==> src/rtl/bcd_clock_pkg.sv <==
// Shared constants and helpers for the 24-hour BCD clock: digit validation
// and the 24h-to-12h display mapping.
package bcd_clock_pkg;

  localparam logic [7:0] BCD_59 = 8'h59;
  localparam logic [7:0] BCD_23 = 8'h23;
  localparam logic [7:0] BCD_12 = 8'h12;

  // Both nibbles must be decimal digits; with that, BCD compares like binary.
  function automatic logic bcd_valid(input logic [7:0] v, input logic [7:0] max);
    return (v[7:4] <= 4'd9) && (v[3:0] <= 4'd9) && (v <= max);
  endfunction

  // Returns {pm, hh} with hh in 01..12 for a 24-hour BCD hour 00..23.
  function automatic logic [8:0] h24_to_h12(input logic [7:0] h24);
    logic [4:0] bin_s;
    logic [4:0] b12_s;
    logic [7:0] hh_s;
    bin_s = 5'(h24[5:4]) * 5'd10 + 5'(h24[3:0]);
    b12_s = bin_s - 5'd12;
    if (bin_s == 5'd0) begin
      hh_s = BCD_12;
    end else if (bin_s <= 5'd12) begin
      hh_s = h24;
    end else if (b12_s >= 5'd10) begin
      hh_s = {4'h1, 4'(b12_s - 5'd10)};
    end else begin
      hh_s = {4'h0, b12_s[3:0]};
    end
    return {(h24 >= BCD_12), hh_s};
  endfunction

endpackage

==> src/rtl/bcd_mod_counter.sv <==
// Two-digit BCD counter wrapping MAX -> 00; carry_out flags an increment
// that wraps, so instances chain seconds -> minutes -> hours.
module bcd_mod_counter #(
  parameter logic [7:0] MAX = 8'h59
) (
  input  logic       clk,
  input  logic       reset_n,
  input  logic       inc,
  input  logic       load,
  input  logic [7:0] load_val,
  output logic [7:0] q,
  output logic [7:0] q_next,
  output logic       carry_out
);

  logic [7:0] q_r;

  // Value the counter takes on its next increment.
  always_comb begin
    q_next = 8'h00;
    if (q_r == MAX) begin
      q_next = 8'h00;
    end else if (q_r[3:0] == 4'h9) begin
      q_next = {q_r[7:4] + 4'h1, 4'h0};
    end else begin
      q_next = {q_r[7:4], q_r[3:0] + 4'h1};
    end
  end

  assign carry_out = inc && (q_r == MAX);
  assign q         = q_r;

  // Count register: load has priority over increment.
  always_ff @(posedge clk) begin
    if (!reset_n) begin
      q_r <= 8'h00;
    end else if (load) begin
      q_r <= load_val;
    end else if (inc) begin
      q_r <= q_next;
    end else begin
      q_r <= q_r;
    end
  end

endmodule

==> src/rtl/bcd_clock_24h_alarm.sv <==
// 24-hour BCD clock with prescaler, validated time load, daily hh:mm alarm
// and 12h/24h display selection.
module bcd_clock_24h_alarm
  import bcd_clock_pkg::*;
#(
  parameter int DIV = 1,
  parameter int PW  = 24
) (
  input  logic       clk,
  input  logic       reset_n,
  input  logic       ena,
  input  logic       mode24,
  input  logic       load,
  input  logic [7:0] load_hh,
  input  logic [7:0] load_mm,
  input  logic [7:0] load_ss,
  input  logic       alarm_en,
  input  logic [7:0] alarm_hh,
  input  logic [7:0] alarm_mm,
  output logic [7:0] hh,
  output logic [7:0] mm,
  output logic [7:0] ss,
  output logic       pm,
  output logic       sec_tick,
  output logic       day_wrap,
  output logic       alarm_hit,
  output logic       load_err
);

  localparam logic [PW-1:0] DIV_M1 = PW'(DIV - 1);

  logic [PW-1:0] pcnt_r;
  logic          advance_s, load_ok_s, load_acc_s, alarm_match_s;
  logic [7:0]    s_q_s, m_q_s, h_q_s;
  logic [7:0]    s_nxt_s, m_nxt_s, h_nxt_s;
  logic [7:0]    m_new_s, h_new_s;
  logic          s_carry_s, m_carry_s, h_carry_s;
  logic [8:0]    h12_s;
  logic          sec_tick_r, day_wrap_r, alarm_hit_r, load_err_r;

  assign load_ok_s  = bcd_valid(load_hh, BCD_23) && bcd_valid(load_mm, BCD_59)
                   && bcd_valid(load_ss, BCD_59);
  assign load_acc_s = load && load_ok_s;
  // Any load request, even a rejected one, suppresses the prescaler.
  assign advance_s  = ena && !load && (pcnt_r == DIV_M1);

  // Prescaler: counts ena cycles, cleared by an accepted load.
  always_ff @(posedge clk) begin
    if (!reset_n) begin
      pcnt_r <= '0;
    end else if (load_acc_s) begin
      pcnt_r <= '0;
    end else if (load) begin
      pcnt_r <= pcnt_r;
    end else if (ena) begin
      if (pcnt_r == DIV_M1) begin
        pcnt_r <= '0;
      end else begin
        pcnt_r <= pcnt_r + PW'(1);
      end
    end else begin
      pcnt_r <= pcnt_r;
    end
  end

  bcd_mod_counter #(.MAX(BCD_59)) u_sec (
    .clk(clk), .reset_n(reset_n), .inc(advance_s), .load(load_acc_s),
    .load_val(load_ss), .q(s_q_s), .q_next(s_nxt_s), .carry_out(s_carry_s)
  );

  bcd_mod_counter #(.MAX(BCD_59)) u_min (
    .clk(clk), .reset_n(reset_n), .inc(s_carry_s), .load(load_acc_s),
    .load_val(load_mm), .q(m_q_s), .q_next(m_nxt_s), .carry_out(m_carry_s)
  );

  bcd_mod_counter #(.MAX(BCD_23)) u_hour (
    .clk(clk), .reset_n(reset_n), .inc(m_carry_s), .load(load_acc_s),
    .load_val(load_hh), .q(h_q_s), .q_next(h_nxt_s), .carry_out(h_carry_s)
  );

  // Time as it will read after this cycle's advance, for the alarm compare.
  assign m_new_s = s_carry_s ? m_nxt_s : m_q_s;
  assign h_new_s = m_carry_s ? h_nxt_s : h_q_s;
  assign alarm_match_s = advance_s && alarm_en && (s_nxt_s == 8'h00)
                      && (m_new_s == alarm_mm) && (h_new_s == alarm_hh);

  // Event strobes, each live for exactly the cycle after its cause.
  always_ff @(posedge clk) begin
    if (!reset_n) begin
      sec_tick_r  <= 1'b0;
      day_wrap_r  <= 1'b0;
      alarm_hit_r <= 1'b0;
      load_err_r  <= 1'b0;
    end else begin
      sec_tick_r  <= advance_s;
      day_wrap_r  <= h_carry_s;
      alarm_hit_r <= alarm_match_s;
      load_err_r  <= load && !load_ok_s;
    end
  end

  assign h12_s = h24_to_h12(h_q_s);

  // Display format is picked combinationally so mode24 acts immediately.
  always_comb begin
    hh = h_q_s;
    if (mode24) begin
      hh = h_q_s;
    end else begin
      hh = h12_s[7:0];
    end
  end

  assign pm        = h12_s[8];
  assign mm        = m_q_s;
  assign ss        = s_q_s;
  assign sec_tick  = sec_tick_r;
  assign day_wrap  = day_wrap_r;
  assign alarm_hit = alarm_hit_r;
  assign load_err  = load_err_r;

endmodule

==> config.mk <==
export PLATFORM = sky130hd
export DESIGN_NAME = bcd_clock_24h_alarm
export DESIGN_NICKNAME = d
export VERILOG_FILES = /design/src/rtl/bcd_clock_pkg.sv /design/src/rtl/bcd_mod_counter.sv /design/src/rtl/bcd_clock_24h_alarm.sv
export SDC_FILE = /design/constraint.sdc
export NUM_CORES = 1
export LEC_CHECK = 0
export BUFFER_PORTS_ARGS = -buffer_cell sky130_fd_sc_hd__buf_4
export CORE_MARGIN = 8
export CORE_UTILIZATION = 40
export CTS_CLUSTER_SIZE = 8
export DETAILED_ROUTE_END_ITERATION = 6
export PLACE_DENSITY = 0.63
export SLEW_MARGIN = 10
export SYNTH_ARGS = -nofsm -noshare
export SYNTH_HDL_FRONTEND = slang
export SYNTH_HIERARCHICAL = 1
export SYNTH_SLANG_ARGS = --single-unit
==> constraint.sdc <==
create_clock -name clk -period 3.8 [get_ports clk]
set_input_delay 0.38 -clock clk [delete_from_list [all_inputs] [get_ports clk]]
set_output_delay 0.38 -clock clk [all_outputs]
set_load 0.02 [all_outputs]
======== Word level (Yosys, flattened, before mapping) ========
Index checks and enable logic that the tools add are counted.
storage, ports and cells
  ROM bits ................................ 0
  bits in latches ......................... 0
  memories kept ........................... 0
  input bits .............................. 46
  bits in writable memories ............... 0
  word-level logic and storage cells ...... 85
  output and inout bits ................... 29
  register bits after elaboration ......... 52
operators by class
  div/mod/pow operators ................... 0
  bitwise logic cells ..................... 2
  magnitude comparators ................... 12
  add/sub/neg operators ................... 10
  $mul .................................... 1
  reductions and logical operators ........ 27
  mux-type cells .......................... 17
  shift operators ......................... 0
  eq/ne operators ......................... 8
operators by type and width
  operator               number
  $mux 8                 15
  $add 24x1->24 const B  1
  $add 4x1->4 const B    6
  $le 4x4->1 const B     6
  $logic_not 24->1       1
  $mux 24                1
  $logic_and 1x1->1      19
  $eq 8x7->1 const B     2
  $eq 8x8->1             2
  $le 8x7->1 const B     2
  $eq 4x4->1 const B     3
  $eq 8x6->1 const B     1
  $ge 8x5->1 const B     1
  $le 8x6->1 const B     1
  $logic_not 8->1        1
  $add 5x4->5            1
  $ge 5x4->1 const B     1
  $le 5x4->1 const B     1
  $logic_not 5->1        1
  $mux 5                 1
  $sub 5x4->5 const B    1
  $mul 2x3->4 const B    1
  $sub 4x4->4 const B    1
  $logic_not 1->1        2
  4 further kinds        5

======== Logic depth before layout (Yosys ltp) ========
Gate-level depths: netlist of run 1.
  depth in word-level cells ............... 8
  depth in mapped cells ................... 15
  depth with buffers taken out ............ 12

======== By module ========
Netlist of run 1, hierarchy kept.
by module, submodules not included
  module                        cells each  times used  sequential area each (um^2)  area each (um^2)
  bcd_clock_24h_alarm           253         1           560.5                        2099.5
  bcd_mod_counter at u_min ...  77          2           160.2                        605.6
  bcd_mod_counter at u_hour     77          1           160.2                        599.3

======== Worst setup path after synthesis of run 1 ========
OpenSTA, ideal clock, no wires.
  path kind ............................... register -> register
  from .................................... reg pcnt_r[0]
  to ...................................... reg alarm_hit_r, in the netlist alarm_hit
  path buffers ............................ 3
  data arrival time ....................... 3.445 ns
  clock period less this slack ............ 3.523 ns
  data required time ...................... 3.722 ns
  cell stages (with the launch flop) ...... 16
  slack ................................... 0.277 ns
  library setup time ...................... 0.078 ns
  cells stage by stage .................... dfxtp_1 > inv_1 > ha_1 > nor4b_1 > nand4_1 > nor3_1 > buf_1 > and2_1 > buf_1 > and2_1 > clkbuf_1 > mux2i_1 > xnor2_1 > nor4_1 > nand4_1 > nor3_1
on the way
  word-level cells in the longest chain between the ends .. 7
  elaborated cells on any way between the ends .. 12
  classes of those cells .................. 2 x eq/ne; 2 x mux; 8 x reduce/logical
RTL lines
  what                    line                       text
  start, declared         bcd_clock_24h_alarm.sv:32  logic [PW-1:0] pcnt_r;
  start signal, assigned  bcd_clock_24h_alarm.sv:54  pcnt_r <= pcnt_r;
  start signal, assigned  bcd_clock_24h_alarm.sv:59  pcnt_r <= pcnt_r + PW'(1);
  start signal, assigned  bcd_clock_24h_alarm.sv:62  pcnt_r <= pcnt_r;
  $logic_not 24->1        bcd_clock_24h_alarm.sv:45  assign advance_s = ena && !load && (pcnt_r == DIV_M1);
  $logic_and 1x1->1       bcd_clock_24h_alarm.sv:45
  named net advance_s     bcd_clock_24h_alarm.sv:33  logic advance_s, load_ok_s, load_acc_s, alarm_match_s;
  $logic_and 1x1->1       bcd_mod_counter.sv:30      assign carry_out = inc && (q_r == MAX);
  named net s_carry_s     bcd_clock_24h_alarm.sv:37  logic s_carry_s, m_carry_s, h_carry_s;
  $logic_and 1x1->1       bcd_mod_counter.sv:30
  named net m_carry_s     bcd_clock_24h_alarm.sv:37
  $mux 8                  n/a
  $eq 8x8->1              bcd_clock_24h_alarm.sv:85  && (m_new_s == alarm_mm) && (h_new_s == alarm_hh);
  $logic_and 1x1->1       bcd_clock_24h_alarm.sv:85
  end signal, assigned    bcd_clock_24h_alarm.sv:97  alarm_hit_r <= alarm_match_s;
  end, declared           bcd_clock_24h_alarm.sv:39  logic sec_tick_r, day_wrap_r, alarm_hit_r, load_err_r;
The timed path passes the listed nets, and every way through them passes these cells.
A chain may end at the register's enable or synchronous reset.

======== Worst setup path in the final report of run 1 ========
  from .................................... reg u_hour.q_r[4], in the netlist u_hour/q[4]
  to ...................................... out hh[2]
on the way
  word-level cells in the longest chain between the ends .. 8
  elaborated cells on any way between the ends .. 11
  classes of those cells .................. 3 x add/sub; 1 x mul; 2 x order compare; 4 x mux; 1 x reduce/logical
RTL lines
  what                                              line                                      text
  start, declared                                   bcd_mod_counter.sv:16                     logic [7:0] q_r;
  start signal, assigned                            bcd_mod_counter.sv:38                     q_r <= load_val;
  start signal, assigned                            bcd_mod_counter.sv:40                     q_r <= q_next;
  start signal, assigned                            bcd_mod_counter.sv:42                     q_r <= q_r;
  $mul 2x3->4 (*)                                   bcd_clock_pkg.sv:19                       bin_s = 5'(h24[5:4]) * 5'd10 + 5'(h24[3:0]);
  $add 5x4->5 (*)                                   bcd_clock_pkg.sv:19
  $sub 5x4->5                                       bcd_clock_pkg.sv:20                       b12_s = bin_s - 5'd12;
  $sub 4x4->4 / $ge 5x4->1 (equally long branches)  bcd_clock_pkg.sv:26, bcd_clock_pkg.sv:25
  $mux 5                                            bcd_clock_pkg.sv:25                       end else if (b12_s >= 5'd10) begin
  $mux 8                                            bcd_clock_pkg.sv:23                       end else if (bin_s <= 5'd12) begin
  $mux 8 (*)                                        bcd_clock_pkg.sv:21                       if (bin_s == 5'd0) begin
  $mux 8 (*)                                        bcd_clock_24h_alarm.sv:107                if (mode24) begin
  end, declared                                     bcd_clock_24h_alarm.sv:20                 output logic [7:0] hh,
Every way passes the cells marked *; elsewhere a longest branch is shown, timed or not.

==> results.json, run 1 <==
{
  "seq_area_frac_synth": 0.266,
  "grt_max_degree": 28,
  "diodes": 0,
  "cts_made_buffers": 5,
  "ys_ff_latch": 52,
  "ys.flop_type": "dfxtp_1",
  "initial_utilization": 0.406,
  "area_growth_pct": 20.6,
  "die_w_um": 115,
  "multi_input_area_mm2": 0.00271,
  "io_pins": 75,
  "final_max_slew_viol_count": 0,
  "vias": 3646,
  "seqCellArea_mm2": 0.00104,
  "power.total_mw": 1.03,
  "worst_ep_required_time_ns": 3.42,
  "dr.max_layer_used": "met4",
  "p_per_area_mw_per_mm2": 218,
  "max-clock-path-buffers": 2,
  "clkTransAtPathRegs_ns": 0.11,
  "cpMostUsedCell": "ha_1",
  "synth_edf_count": 0,
  "tns_ns": 0,
  "cts_hold_buffers": 0,
  "avgSynthCellArea_um2": 8.08,
  "nNetsFinal": 627,
  "criticalPathCategory": "flip-flop to output port",
  "worst_setup_path_end_kind": "output port",
  "htree_levels": 2,
  "via_per_inst": 5.28,
  "ir_drop_mv": 0.149,
  "die_h_um": 115,
  "dieArea_mm2": 0.0132,
  "yosys.cell_count.top_type": "nor2_1",
  "syn_nets": 554,
  "status": "completed",
  "grt_pass1_vias": 3555,
  "clockRootBuffer": "clkbuf_8",
  "post-route-drc-count": 0,
  "place_hpwl_um": 8150,
  "clock_sinks": 52,
  "wl_met2_um": 4890,
  "postCtsSetupBuffers": 0,
  "gp_congestion": 0.856,
  "wl_met1_um": 4860,
  "drv_cap": 0,
  "antenna_found_initial": 0,
  "ys_async_sr_fraction": 0,
  "start_kind": "flip-flop",
  "yosysTopAreaCell": "dfxtp_1",
  "ant_nets": 0,
  "finalHoldViolations": 0,
  "first_pass_iters": 4,
  "cts_tree": "done",
  "critPathBufInv": 1,
  "syn-instance-count": 484,
  "rsz0062_at_grt": "false",
  "critPathMaxFanout": 12,
  "drt_iter0_markers": 172,
  "relSlewSlack": 0.424,
  "synth_area_mm2": 0.00391,
  "wl_per_cell_um": 15.2,
  "crit_arrival_ns": 3.28,
  "routed_wl_um": 10500,
  "io_buffers": 74,
  "fmax_mhz": 274,
  "dpl_cell_area_mm2": 0.00462,
  "p_leak_nw": 1.80,
  "hp-class": "primary input to flip-flop",
  "worst_pin_slew_ns": 0.861,
  "ys_warn_count": 6,
  "grt_pass1_wl_um": 17000,
  "max_stage_delay_ns": 0.60,
  "rows": 36,
  "synth_top_cell_area_share": 0.266,
  "nFillCells": 982,
  "yosysUniqueCellTypes": 55,
  "synth_area_leaders": "dfxtp_1, xnor2_1, ha_1",
  "synth_common_cells": "nor2_1, dfxtp_1, xnor2_1",
  "period_needed_ns": 3.66,
  "clock_latency_ns": 0.32,
  "clock-skew-final_ns": 0.0106,
  "cts.repair.resized": 0,
  "slowest_stage": "dfxtp_1",
  "design.core.area_mm2": 0.00964,
  "grt_usage": 0.156,
  "wl_met3_um": 528,
  "finalCritPeriodShare": 0.962,
  "grt_overflow": 0,
  "path_cells": "ha_1 > fa_1 > ha_1 > xnor2_1 > or4_4 > a21oi_4 > mux2i_1 > a22o_1 > buf_4",
  "setup_viol": 0,
  "stdcell_area_mm2": 0.00472,
  "drive_above_1_share": 0.190,
  "cp_top_family": "adder cells"
}
==> report_power, final <==
part           switching (mW)  total [mW]  internal [mW]
Sequential            0.00505       0.553          0.548
Combinational          0.0569       0.113         0.0565
Clock                   0.221       0.360          0.140
Total                   0.282        1.03          0.744
==> flip-flops by register name (all words and copies together), names as in the netlist <==
signal / flops
load_err: 1
pcnt_r: 24
u_hour/q: 8
alarm_hit: 1
u_min/q: 8
day_wrap: 1
sec_tick: 1
u_sec/q: 8
==> worst min-delay path: cells and delay by family <==
kind / cells / cell delay [ns]
simple gates: 1 / 0.06
compound gates: 1 / 0.06
buf+inv: 1 / 0.08
==> layout make-up <==
type | count | area share
clock buffers | 5 | 0.0146
clock inverters | 3 | 0.00610
inverters | 25 | 0.0199
multi-input cells | 392 | 0.574
flip-flops and latches | 52 | 0.221
well taps | 133 | 0.0353
repair buffers | 81 | 0.129
==> per-stage QoR <==
step / utilization / instances / setup WS (ns) / hold slack (ns)
after CTS: 0.489 / 691 / 0.141 / 0.286
after global routing: 0.489 / 691 / 0.0212 / 0.304
final: 0.489 / 691 / 0.144 / 0.291
after global placement: 0.479 / 683 / 0.570 / 0.483
after detailed placement: 0.479 / 683 / 0.502 / 0.501
after floorplan: - / 484 / 0.277 / 0.467
==> cell usage in the layout, fill, tap and decap left out, types with 3 or more instances in the layout <==
cell,instances
nand3_1,17
nand4_1,9
o21a_1,6
o21ai_0,14
buf_4,81
a2bb2oi_1,3
nand2b_1,8
inv_1,25
a21oi_1,21
xor2_1,11
and4_1,3
mux2i_1,23
nor2_1,57
or3_1,8
a211oi_1,4
dfxtp_1,52
and2_1,9
nor3_1,16
nand2_1,27
ha_1,23
o22ai_1,4
xnor2_1,44
nor4_1,9
and3_1,4
o31ai_1,4
nand3b_1,7
nor2b_1,7
clkbuf_8,5
nor3b_1,16
a31o_2,3
a31oi_1,4
==> logic make-up (layout without fill, tap and decap cells) <==
| group | count (synthesis) | in the layout | synth area share |
|---|---|---|---|
| simple gates | 212 | 212 | 0.296 |
| compound gates | 78 | 78 | 0.136 |
| fa+ha+maj | 24 | 24 | 0.0787 |
| xor+xnor | 55 | 55 | 0.123 |
| buf+inv | 40 | 114 | 0.0410 |
| flops | 52 | 52 | 0.266 |
| mux | 23 | 23 | 0.0589 |
==> routing by layer <==
metal	GRT usage	vias up
li1	-	1857
met4	0.0482	0
met2	0.260	87
met3	0.0341	13
met5	0	-
met1	0.197	1689
==> worst paths after layout <==
kind              slack [ns]                      from                 endpoint  depth (start not counted)
setup / recovery        0.14  u_hour/q[4]$_SDFFE_PN0P_                    hh[2]                          9
hold / removal          0.29                load_mm[2]  u_min/q[2]$_SDFFE_PN0P_                          3
setup reg to reg        0.74   u_sec/q[0]$_SDFFE_PN0P_     alarm_hit$_SDFF_PN0_                         10
hold reg to reg         0.51    pcnt_r[0]$_SDFFE_PP0P_   pcnt_r[0]$_SDFFE_PP0P_                          2
Power figures use the tool's default switching activity.
==> inputs of run 2 (changes only) <==
--- a/config.mk
+++ b/config.mk
@@ -10,6 +10,7 @@
 export CORE_UTILIZATION = 40
 export CTS_CLUSTER_SIZE = 8
 export DETAILED_ROUTE_END_ITERATION = 6
+export GPL_TIMING_DRIVEN = 0
 export PLACE_DENSITY = 0.63
 export SLEW_MARGIN = 10
 export SYNTH_ARGS = -nofsm -noshare
==> constraint.sdc (replaced) <==
create_clock -name clk -period 3.8 [get_ports clk]
set_input_delay 0.76 -clock clk [delete_from_list [all_inputs] [get_ports clk]]
set_output_delay 0.76 -clock clk [all_outputs]
set_load 0.02 [all_outputs]
==> run 2 against run 1 <==
Compared with the run above: clock-buffer cell count increased by 1; sequential share of layout area decreased by 0.38 points; largest power group unchanged; flip-flop and latch count unchanged; cell area increased by 2.8%; setup slack got worse by 0.039 ns; clock power increased by 9.7%; non-clock buffer count increased by 14; sequential power about the same; first-iteration DRC count increased by 17%; critical path type unchanged; highest routed layer unchanged.
==> results.json, run 2 (synthesized netlist as in run 1, its figures left out) <==
{
  "hp-class": "flip-flop to flip-flop",
  "slowest_stage": "or4_4",
  "cts_made_buffers": 5,
  "drv_cap": 0,
  "relSlewSlack": 0.608,
  "wl_per_cell_um": 14.8,
  "grt_pass1_vias": 3562,
  "final_max_slew_viol_count": 0,
  "max-clock-path-buffers": 2,
  "p_per_area_mw_per_mm2": 220,
  "dieArea_mm2": 0.0132,
  "clock-skew-final_ns": 0.0111,
  "antenna_found_initial": 0,
  "clock_sinks": 52,
  "worst_setup_path_end_kind": "output port",
  "criticalPathCategory": "flip-flop to output port",
  "finalHoldViolations": 0,
  "gp_congestion": 0.882,
  "worst_ep_required_time_ns": 3.04,
  "numPlacedInstances": 691,
  "layout_commonest_cell": "buf_4",
  "ant_nets": 0,
  "grt_max_degree": 17,
  "drive_above_1_share": 0.212,
  "grt_overflow": 0,
  "critPathMaxFanout": 8,
  "routed_wl_um": 10500,
  "post-route-drc-count": 0,
  "largest_register": "pcnt_r",
  "io_pins": 75,
  "grt_usage": 0.158,
  "drt_iter0_markers": 202,
  "place_ws_ns": -0.839,
  "status": "completed",
  "design.core.area_mm2": 0.00964,
  "finalCritPeriodShare": 0.972,
  "ir_drop_mv": 0.177,
  "ff2ff_setup_slack_ns": 0.30,
  "place_hpwl_um": 8100,
  "die_h_um": 115,
  "max_stage_delay_ns": 0.45,
  "period_needed_ns": 3.70,
  "start_kind": "flip-flop",
  "hold_ws_ns": 0.520,
  "grt_pass1_wl_um": 17200,
  "cts_tree": "done",
  "diodes": 0,
  "final_cell_mix": "buf_4, nor2_1, dfxtp_1",
  "die_w_um": 115,
  "clock_latency_ns": 0.31,
  "clkTransAtPathRegs_ns": 0.10,
  "setup_viol": 0,
  "instances_no_fill": 705,
  "first_pass_iters": 5,
  "fmax_mhz": 271,
  "htree_levels": 2,
  "worst_slack_ns": 0.105,
  "io_buffers": 74,
  "rows": 36,
  "worst_pin_slew_ns": 0.588,
  "crit_arrival_ns": 2.94,
  "clockRootBuffer": "clkbuf_8",
  "cts_hold_buffers": 0,
  "nNetsFinal": 641,
  "final_util": 0.503,
  "area_growth_pct": 24.0,
  "vias": 3739,
  "largest_reg_flops": 24,
  "via_per_inst": 5.30,
  "path_cells": "ha_2 > fa_2 > xnor2_4 > ha_1 > xnor2_1 > or4_4 > a21oi_4 > mux2i_1 > a22o_1 > buf_4",
  "p_leak_nw": 1.85,
  "initial_utilization": 0.406
}
-- run 2: final timing paths --
check                                 to                     start  cells after the start
setup / recovery                   hh[2]  u_hour/q[1]$_SDFFE_PN0P_                     10
hold / removal    pcnt_r[0]$_SDFFE_PP0P_    pcnt_r[0]$_SDFFE_PP0P_                      2
setup reg to reg    alarm_hit$_SDFF_PN0_    pcnt_r[0]$_SDFFE_PP0P_                     15
hold reg to reg   pcnt_r[0]$_SDFFE_PP0P_    pcnt_r[0]$_SDFFE_PP0P_                      2
-- run 2: worst max-delay path: cells and delay by family, from the launching register on --
| family | cells | cell delay, ns |
|---|---|---|
| flops | 1 | 0.39 |
| mux | 1 | 0.20 |
| simple gates | 1 | 0.45 |
| buf+inv | 1 | 0.14 |
| fa+ha+maj | 3 | 0.84 |
| compound gates | 2 | 0.33 |
| xor+xnor | 2 | 0.30 |
-- run 2: routing by layer --
layer | part of all wire | routed length, um | vias to the layer above | global-route usage
met1 | 0.48 | 4980 | 1754 | 0.212
met3 | 0.036 | 377 | 11 | 0.0236
li1 | - | - | 1884 | -
met4 | 0.015 | 157 | 0 | 0.0429
met5 | 0 | 0 | - | 0
met2 | 0.47 | 4950 | 90 | 0.258
-- run 2: report_power, final --
part / internal, mW / leakage, nW / switching [mW]
Combinational: 0.0612 / 1.37 / 0.0580
Sequential: 0.547 / 0.423 / 0.00516
Clock: 0.199 / 0.0558 / 0.196
Total: 0.807 / 1.85 / 0.259
-- run 2: final cells by class --
type	count	area [um^2]
fill	980	4790
multi-input combinational	392	2750
sequential	52	1050
timing repair buffer	80	601
tap	133	166
inverter	25	93.8
buffer	15	75.1
clock buffer	6	72.6
clock inverter	2	38.8
-- run 2: metrics by stage --
step	area, um^2	power, mW	setup TNS, ns
floorplan	3910	0.614	0
global placement	4630	0.680	-1.37
detailed placement	4630	0.681	-1.31
CTS	4780	1.08	0
global route	4850	1.11	-0.00517
finish	4850	1.07	0
-- run 2: repair_timing --
action	in CTS	in global routing
endpoints found under the setup margin	12	2
gates resized for setup	13	7
gates cloned	0	0
setup buffers	0	6
pin swaps	0	4
